--- config.mk ---
export PLATFORM = sky130hd
export DESIGN_NAME = ras
export DESIGN_NICKNAME = d
export VERILOG_FILES = /design/src/rtl/ras.sv
export SDC_FILE = /design/constraint.sdc
export NUM_CORES = 1
export LEC_CHECK = 0
export ABC_CLOCK_PERIOD_IN_PS = 3200
export CAP_MARGIN = 20
export CORE_ASPECT_RATIO = 0.8
export CORE_MARGIN = 4
export CORE_UTILIZATION = 35
export DETAILED_ROUTE_END_ITERATION = 6
export GPL_TIMING_DRIVEN = 1
export MAX_ROUTING_LAYER = met4
export PLACE_DENSITY_LB_ADDON = 0.25
export SYNTH_ARGS = -nofsm -noshare
export SYNTH_HDL_FRONTEND = slang
export SYNTH_SLANG_ARGS = --single-unit
--- constraint.sdc ---
create_clock -name CLK -period 3.2 [get_ports CLK]
set_input_delay 0.64 -clock CLK [delete_from_list [all_inputs] [get_ports CLK]]
set_output_delay 0.64 -clock CLK [all_outputs]
set_load 0.01 [all_outputs]
--- src/rtl/ras.sv ---
// ras: circular return address stack with checkpoint restore for the fetch predictor
module ras #(
  parameter int RAS_ENTRIES = 8,
  parameter int RAS_INDEX_WIDTH = 3,
  parameter int RAS_TARGET_WIDTH = 31
) (
  input  logic                        CLK,
  input  logic                        RST,
  input  logic                        pred_req_valid,
  input  logic                        pred_req_push,
  input  logic [RAS_TARGET_WIDTH-1:0] pred_req_push_target,
  input  logic                        pred_req_pop,
  output logic                        pred_ret_valid,
  output logic [RAS_TARGET_WIDTH-1:0] pred_ret_target,
  output logic [RAS_INDEX_WIDTH-1:0]  pred_ras_index,
  output logic [RAS_INDEX_WIDTH:0]    pred_ras_count,
  input  logic                        update_valid,
  input  logic [RAS_INDEX_WIDTH-1:0]  update_ras_index,
  input  logic [RAS_INDEX_WIDTH:0]    update_ras_count
);
  localparam logic [RAS_INDEX_WIDTH:0] FULL = (RAS_INDEX_WIDTH+1)'(RAS_ENTRIES);
  logic [RAS_TARGET_WIDTH-1:0] stack [RAS_ENTRIES];
  logic [RAS_INDEX_WIDTH-1:0] ptr, ptr_nxt, wr_idx;
  logic [RAS_INDEX_WIDTH:0] count, count_nxt;
  logic op, push, pop, wr_en;
  always_comb begin
    op = pred_req_valid & ~update_valid;
    push = op & pred_req_push & ~pred_req_pop;
    pop = op & pred_req_pop & ~pred_req_push;
    wr_en = op & pred_req_push;
    wr_idx = pred_req_pop ? ptr : ptr + 1'b1;
    ptr_nxt = update_valid ? update_ras_index : push ? ptr + 1'b1 : pop ? ptr - 1'b1 : ptr;
    count_nxt = update_valid ? (update_ras_count > FULL ? FULL : update_ras_count)
              : push ? (count == FULL ? FULL : count + 1'b1)
              : pop ? (count == '0 ? '0 : count - 1'b1)
              : count;
  end
  always_ff @(posedge CLK) begin
    if (RST) begin
      ptr <= '1;
      count <= '0;
      for (int i = 0; i < RAS_ENTRIES; i++) stack[i] <= '0;
    end else begin
      ptr <= ptr_nxt;
      count <= count_nxt;
      if (wr_en) stack[wr_idx] <= pred_req_push_target;
    end
  end
  assign pred_ret_target = stack[ptr];
  assign pred_ret_valid = pred_req_valid & pred_req_pop & (count != '0);
  assign pred_ras_index = ptr;
  assign pred_ras_count = count;
endmodule

## Word level (Yosys, flattened, before mapping)

Memory sizes are Yosys's and may differ from the RTL's. A register that Yosys moved wholly into a read port is not among the register bits.
Cells that the tools add are included.

- Output and inout port bits: 39
- Latch bits: 0
- Memories kept: 1
- ROM bits: 0
- Logic and storage cells: 43
- RAM bits: 248
- Register bits after elaboration: 7

- Shift operators: 0
- Reductions and logical operators: 4
- Add/subtract/negate cells: 4
- Div/mod/pow operators: 0
- Bitwise logic cells: 10
- Mux-type cells: 20
- Eq/ne operators: 1
- Magnitude comparators: 1
- Multiply operators: 0

Memory list:

| name | words | bits a word | read ports | clocked after memory_dff | wr ports | RTL line | source |
|---|---|---|---|---|---|---|---|
| stack | 8 | 31 | 1 | 1 | 8 | 22 | `logic [RAS_TARGET_WIDTH-1:0] stack [RAS_ENTRIES];` |

Operator list:

| operator | count |
|---|---|
| 31-bit 2-to-1 mux | 1 |
| 31-bit OR reduction | 1 |
| 4-bit 2-to-1 mux | 6 |
| 3-bit 2-to-1 mux | 7 |
| 1-bit bitwise AND | 7 |
| 1-bit 2-to-1 mux | 6 |
| 4-bit by 1-bit adder with 4-bit output (second input constant) | 1 |
| 4-bit == test (second input constant) | 1 |
| 4-bit > comparator (second input constant) | 1 |
| 4-bit logical NOT | 1 |
| 4-bit nonzero test | 1 |
| 4-bit by 1-bit subtractor with 4-bit output (second input constant) | 1 |
| 3-bit by 1-bit adder with 3-bit output (second input constant) | 1 |
| 1-bit NOT | 3 |
| 3-bit nonzero test | 1 |
| 3-bit by 1-bit subtractor with 3-bit output (second input constant) | 1 |

## Longest topological paths before layout

Gate-level depths: netlist of the first run.

- Depth in word-level cells: 9
- Gate-level depth with buffers: 7
- Gate-level depth less buffers: 6

## Worst setup path after synthesis of the first run

Ideal clock, no wire load.

- Kind: register to register
- From: reg ptr[0] (netlist: pred_ras_index[0])
- To: mem stack[6][0] (enable)
- Path slack: 0.544 ns
- Data required time: 2.813 ns
- Buffers on the path: 1
- Stages on the path, launching flop included: 8
- Data arrival time: 2.269 ns
- Clock period less this slack: 2.656 ns
- Cell sequence: dfxtp_1 inv_1 ha_1 nand2b_1 o21ai_2 a22o_4 clkbuf_1 a21o_1

RTL lines:

| element | RTL line | source |
|---|---|---|
| from (decl) | 23 | `logic [RAS_INDEX_WIDTH-1:0] ptr, ptr_nxt, wr_idx;` |
| from (signal assigned) | 44 | `ptr <= ptr_nxt;` |
| to (decl) | 22 |  |

==> reports/metrics.cfg, run 1 <==
[timing]
min_period_ps=3139
worst_slew_pin_slew_ps=577.6
slew_viol_final=0
max_freq_ghz=0.3186
rsz0062_at_grt=yes
hold_viol_final=0
finalSetupTns_ps=0
fin_crit_sh=0.9808
setup_viol=0
relSlewSlack=0.6149
fin_skew_ps=9.018
setup_ws_ps=61.29

[cts]
worstSkewPairLatency_ps=550
cts.path.max_buffers=3
path_clk_slew_ps=60
cts_buffers=27
cts_root_buffer=clkbuf_16
htree_num_levels=1
cts.sinks=258
cts_tree=yes
hold_buffers=0

[detailed_routing]
firstDrtPassIters=5
wl_per_cell_um=22.12
wirelength_um=28920
initialDrtViolationCount=526
drc=0
ant_nets=0
viasPerCell=5.323
vias=6957

[run_status]
status=finished clean

[yosys]
yosys.area.top_type_share=0.6219
ys_types=50
synth_fp_nets=815
yosysWarnings=0
synth_top_area_cell=edfxtp_1
ys_seq_area_frac=0.6386
synth-main-ff-cell=edfxtp_1
yosys-top-cells-area=edfxtp_1, and3_1, mux4_2, mux2_2, dfxtp_1
synth_edf_count=248
syn-cell-area_um2=11980
ys_async_sr_fraction=0
synth-seq-cells=258
syn_inst=767
syn_area_per_cell_um2=15.61

[final_layout]
multi_input_area_um2=3969
seq_area_um2=7654
syn_to_final_growth_pct=20.29
layout-drive-gt1-share=0.2351
layoutNonFillerInstCount=1307
nets=904
layout_commonest_cell=and3_1
mostFrequentLayoutCells=and3_1, edfxtp_1, clkdlybuf4s50_1
fillers=2968

[worst_hold_path]
holdCritPathClass=register to register

[power_and_ir_drop]
p_per_area_nw_per_um2=547.1
p_leak_nw=6.157
peakVddDrop_uv=383.8
total_power_mw=7.882

[critical_path]
cp-end-kind=output pin
critPathKind=register to output pin
crit_arrival_ps=2500
crit_fanout=9
startpoint_type=register
worstPathRequired_ps=2560

[global_routing]
grt_pass1_vias=7257
grt_usage=0.1582
antenna_found_initial=1
grt.overflow.total=0
grt_pass1_wl_um=45130
grt_max_degree=67

[floorplanning]
core_region_area_um2=33710
die_h_um=173.4
dieArea_um2=37260
fp-row-count=60
start_util=0.3553
ios=83
die_w_um=214.8

[placement]
gp_congestion=0.7855
place_ws_ps=310.0
hpwl_um=16680
port_buffers=82
placed_cells=1246

[flow_run]
maxCapViolCount=0

## layer usage
| layer | vias up | GRT usage | wire length [um] |
|---|---|---|---|
| met1 | 3522 | 0.2260 | 13370 |
| met2 | 152 | 0.2418 | 13550 |
| met4 | 0 | 0.03268 | 503 |
| li1 | 3242 | - | - |
| met3 | 41 | 0.02576 | 1495 |
| met5 | - | - | 0 |
## sequential cells by signal (all words and copies together) (netlist names), named ones only
name,count
stack,248
pred_ras_index,3
pred_ras_count,4
## cell type report
class	count	area share
antenna	1	0.0001737
clock buffer	33	0.04847
clock inverter	12	0.007904
inverter	10	0.002606
multi-input combinational	424	0.2755
sequential	258	0.5313
tap	434	0.03770
timing repair buffer	135	0.09633
## stage by stage
| step | hold slack [ps] | util | instance area, um2 |
|---|---|---|---|
| 6_report | 563.3 | 0.4274 | 14410 |
| 2_1_floorplan | 539.2 | - | 11980 |
| 3_5_place_dp | 552.6 | 0.3997 | 13470 |
| 4_1_cts | 559.7 | 0.4239 | 14290 |
| 3_3_place_gp | 538.8 | 0.3997 | 13470 |
| 5_1_grt | 614.5 | 0.4273 | 14400 |
## report_power, final
| part | total [mW] | internal [mW] | switching (mW) |
|---|---|---|---|
| clock network | 2.98 | 1.70 | 1.28 |
| logic | 1.02 | 0.478 | 0.546 |
| registers | 3.88 | 3.82 | 0.0557 |
| total | 7.88 | 6.00 | 1.88 |
## cell families after synthesis
| logic type | after synthesis | share of synthesized area |
|---|---|---|
| buffers and inverters | 85 | 0.03291 |
| AND/OR/NAND/NOR | 282 | 0.1461 |
| AO/OA/AOI/OAI | 42 | 0.03030 |
| multiplexers | 93 | 0.1458 |
| flip-flops | 258 | 0.6386 |
| adder cells (fa/ha/maj) | 4 | 0.004179 |
| XOR/XNOR | 3 | 0.002195 |
## worst paths after layout
kind	endpoint	slack, ps	cells after the start	startpoint
max	pred_ret_target[26]	60	4	register
min	pred_ras_count[1]$_SDFFE_PP0N_	560	2	pred_ras_count[1]$_SDFFE_PP0N_
max reg2reg	stack[7][13]$_SDFFCE_PN0P_	880	7	pred_ras_index[0]$_SDFFE_PP1N_
min reg2reg	pred_ras_count[1]$_SDFFE_PP0N_	560	2	pred_ras_count[1]$_SDFFE_PP0N_
## synth_stat cells (2+ instances only)
cell	instances
ha_1	4
clkbuf_1	33
a221o_1	2
buf_1	2
a21o_1	9
mux4_2	62
nand3_1	3
nor3_1	2
buf_4	10
clkbuf_2	16
nand2_1	8
buf_2	14
o221ai_1	2
nor3b_1	2
edfxtp_1	248
a21oi_1	6
nand2b_1	3
nor2_1	4
and3_1	249
o21ai_2	2
mux2_2	31
inv_1	9
xnor2_1	2
o21ai_0	3
a31oi_1	3
dfxtp_1	10
nor2b_1	5
## critical path, stage by stage, from the launching register on
cell and delay, ps:
dfxtp_4 470, buf_8 190, mux4_2 520, mux2_2 290, clkdlybuf4s50_1 480
## timing repair
action / CTS / global route
endpoints found under the hold margin: 0 / 0
gates resized for setup: 12 / 5
setup endpoints to repair: 29 / 17
pin swaps: 0 / 0
buffers inserted: 2 / 13
Power figures use the tool's default switching activity.
==> run 2: changes to the inputs <==
Settings changed: HOLD_SLACK_MARGIN set to 0.1.
==> results of run 2 <==
No change in the layout: final DEF, timing and power equal those of run 1.
==> run 3: changes to the inputs <==
Settings changed: SLEW_MARGIN set to 20.
==> results of run 3 <==
No change in the layout: final DEF, timing and power equal those of run 1.
==> RTL edit: new RTL, settings of run 2 <==
Set the parameter `RAS_TARGET_WIDTH` to 35 (it was 31).
--- a/src/rtl/ras.sv
+++ b/src/rtl/ras.sv
@@ -4,3 +4,3 @@
   parameter int RAS_INDEX_WIDTH = 3,
-  parameter int RAS_TARGET_WIDTH = 31
+  parameter int RAS_TARGET_WIDTH = 35
 ) (
Interface: changed (resized pred_req_push_target and pred_ret_target); port bits go from 83 to 91. The function was not compared with the original's and may differ.
==> RTL edit against run 2 <==
- via count increased by 2.9%
- worst hold slack improved by 0.090 ns
- synthesized area increased by 10%
- utilization increased by 0.62 points
- largest power group unchanged
- first-iteration DRC count increased by 2.1%
- routed wire length increased by 8.9%
- synthesized cell count increased by 7.3%
- total power increased by 8.3%
- critical path depth increased by 2
- global-route usage increased by 0.22 points
- clock power increased by 6.7%
- critical endpoint is now pred_ret_target[23]
- setup slack improved by 0.045 ns
- sequential cell count increased by 32
- design area increased by 12%
- largest cell class unchanged
==> RTL edit: results (changes against run 2) <==
Post-Syn Nets 875 (was 815); max reg flops 280 (was 248); endpoint arrival time on the critical path 2.45 ns (was 2.50 ns); CTS Buf Count 30 (was 27); Clock buffer cells 35 (was 33); largest net degree at the start of global routing 41 (was 67); routability cong. 0.712 (was 0.786); Reg area 0.00862 sq mm (was 0.00765 sq mm); status completed (unchanged); Routed WL per cell 21.6 microns (was 22.1 microns); pre-CTS setup slack 0.267 ns (was 0.310 ns); antenna violations before repair 3 (was 1); final WL 31.5 mm (was 28.9 mm); clock net sink count 290 (was 258); inverters 9 (was 10); placed cell area 0.0151 sq mm (was 0.0135 sq mm); first-pass GRT wire length 48.8 mm (was 45.1 mm); Netlist cell types 47 (was 50); I/O Buffers 90 (was 82); bufs w/o clock 142 (was 135); Leakage 6.03 nW (was 6.16 nW); CP Max Fanout 10 (was 9); hpwl dp 19.2 mm (was 16.7 mm); compound-gate portion of the synthesized area 1.95% (was 3.03%); Layout Nets 999 (was 904); Worst Max-Slew Pin Slew 0.536 ns (was 0.578 ns); DRT iter0 DRCs 537 (was 526); vias in the first global route 7737 (was 7257); Mapped Cells 823 (was 767); Adder-Cell Fraction of Synth Area 0.380% (was 0.418%); Worst IR Drop VDD 0.422 mV (was 0.384 mV); sequential cell area share 53.5% (was 53.1%); global-route usage over all layers 16.0% (was 15.8%); number of enable flip-flop cells after synthesis 280 (was 248); vias per std cell 4.91 (was 5.32); Signal buf overhead 9.55% (was 9.63%); fillers 3327 (was 2968); mux cell area share after synthesis 15.0% (was 14.6%)
## RTL edit: repair_timing
item                       4_1_cts  5_1_grt
setup endpoints to repair       32        6
buffers inserted                 8        0
gates resized for setup         34        6
gates cloned                     2        0
## RTL edit: metal layers
metal  wire length, microns  share of wire (%)  GRT usage, %
met3                   1410                4.5          2.54
met5                      0                  0             -
met1                  15100                 48          23.4
met2                  14600                 46          24.6
met4                    402                1.3          2.20
## RTL edit: final timing paths
kind	startpoint	to	slack [ns]	cells after the start
max	flop	pred_ret_target[23]	0.11	6
min	pred_ras_count[1]	pred_ras_count[1]	0.65	2
max reg2reg	pred_ras_index[0]	stack[3][22]	0.73	7
min reg2reg	pred_ras_count[1]	pred_ras_count[1]	0.65	2
## RTL edit: power by group
group	total [mW]	leakage [nW]	switching, mW	internal, mW
Combinational	0.986	2.63	0.482	0.504
Sequential	4.37	2.97	0.0600	4.31
Clock	3.18	0.432	1.42	1.75
Total	8.53	6.03	1.96	6.57
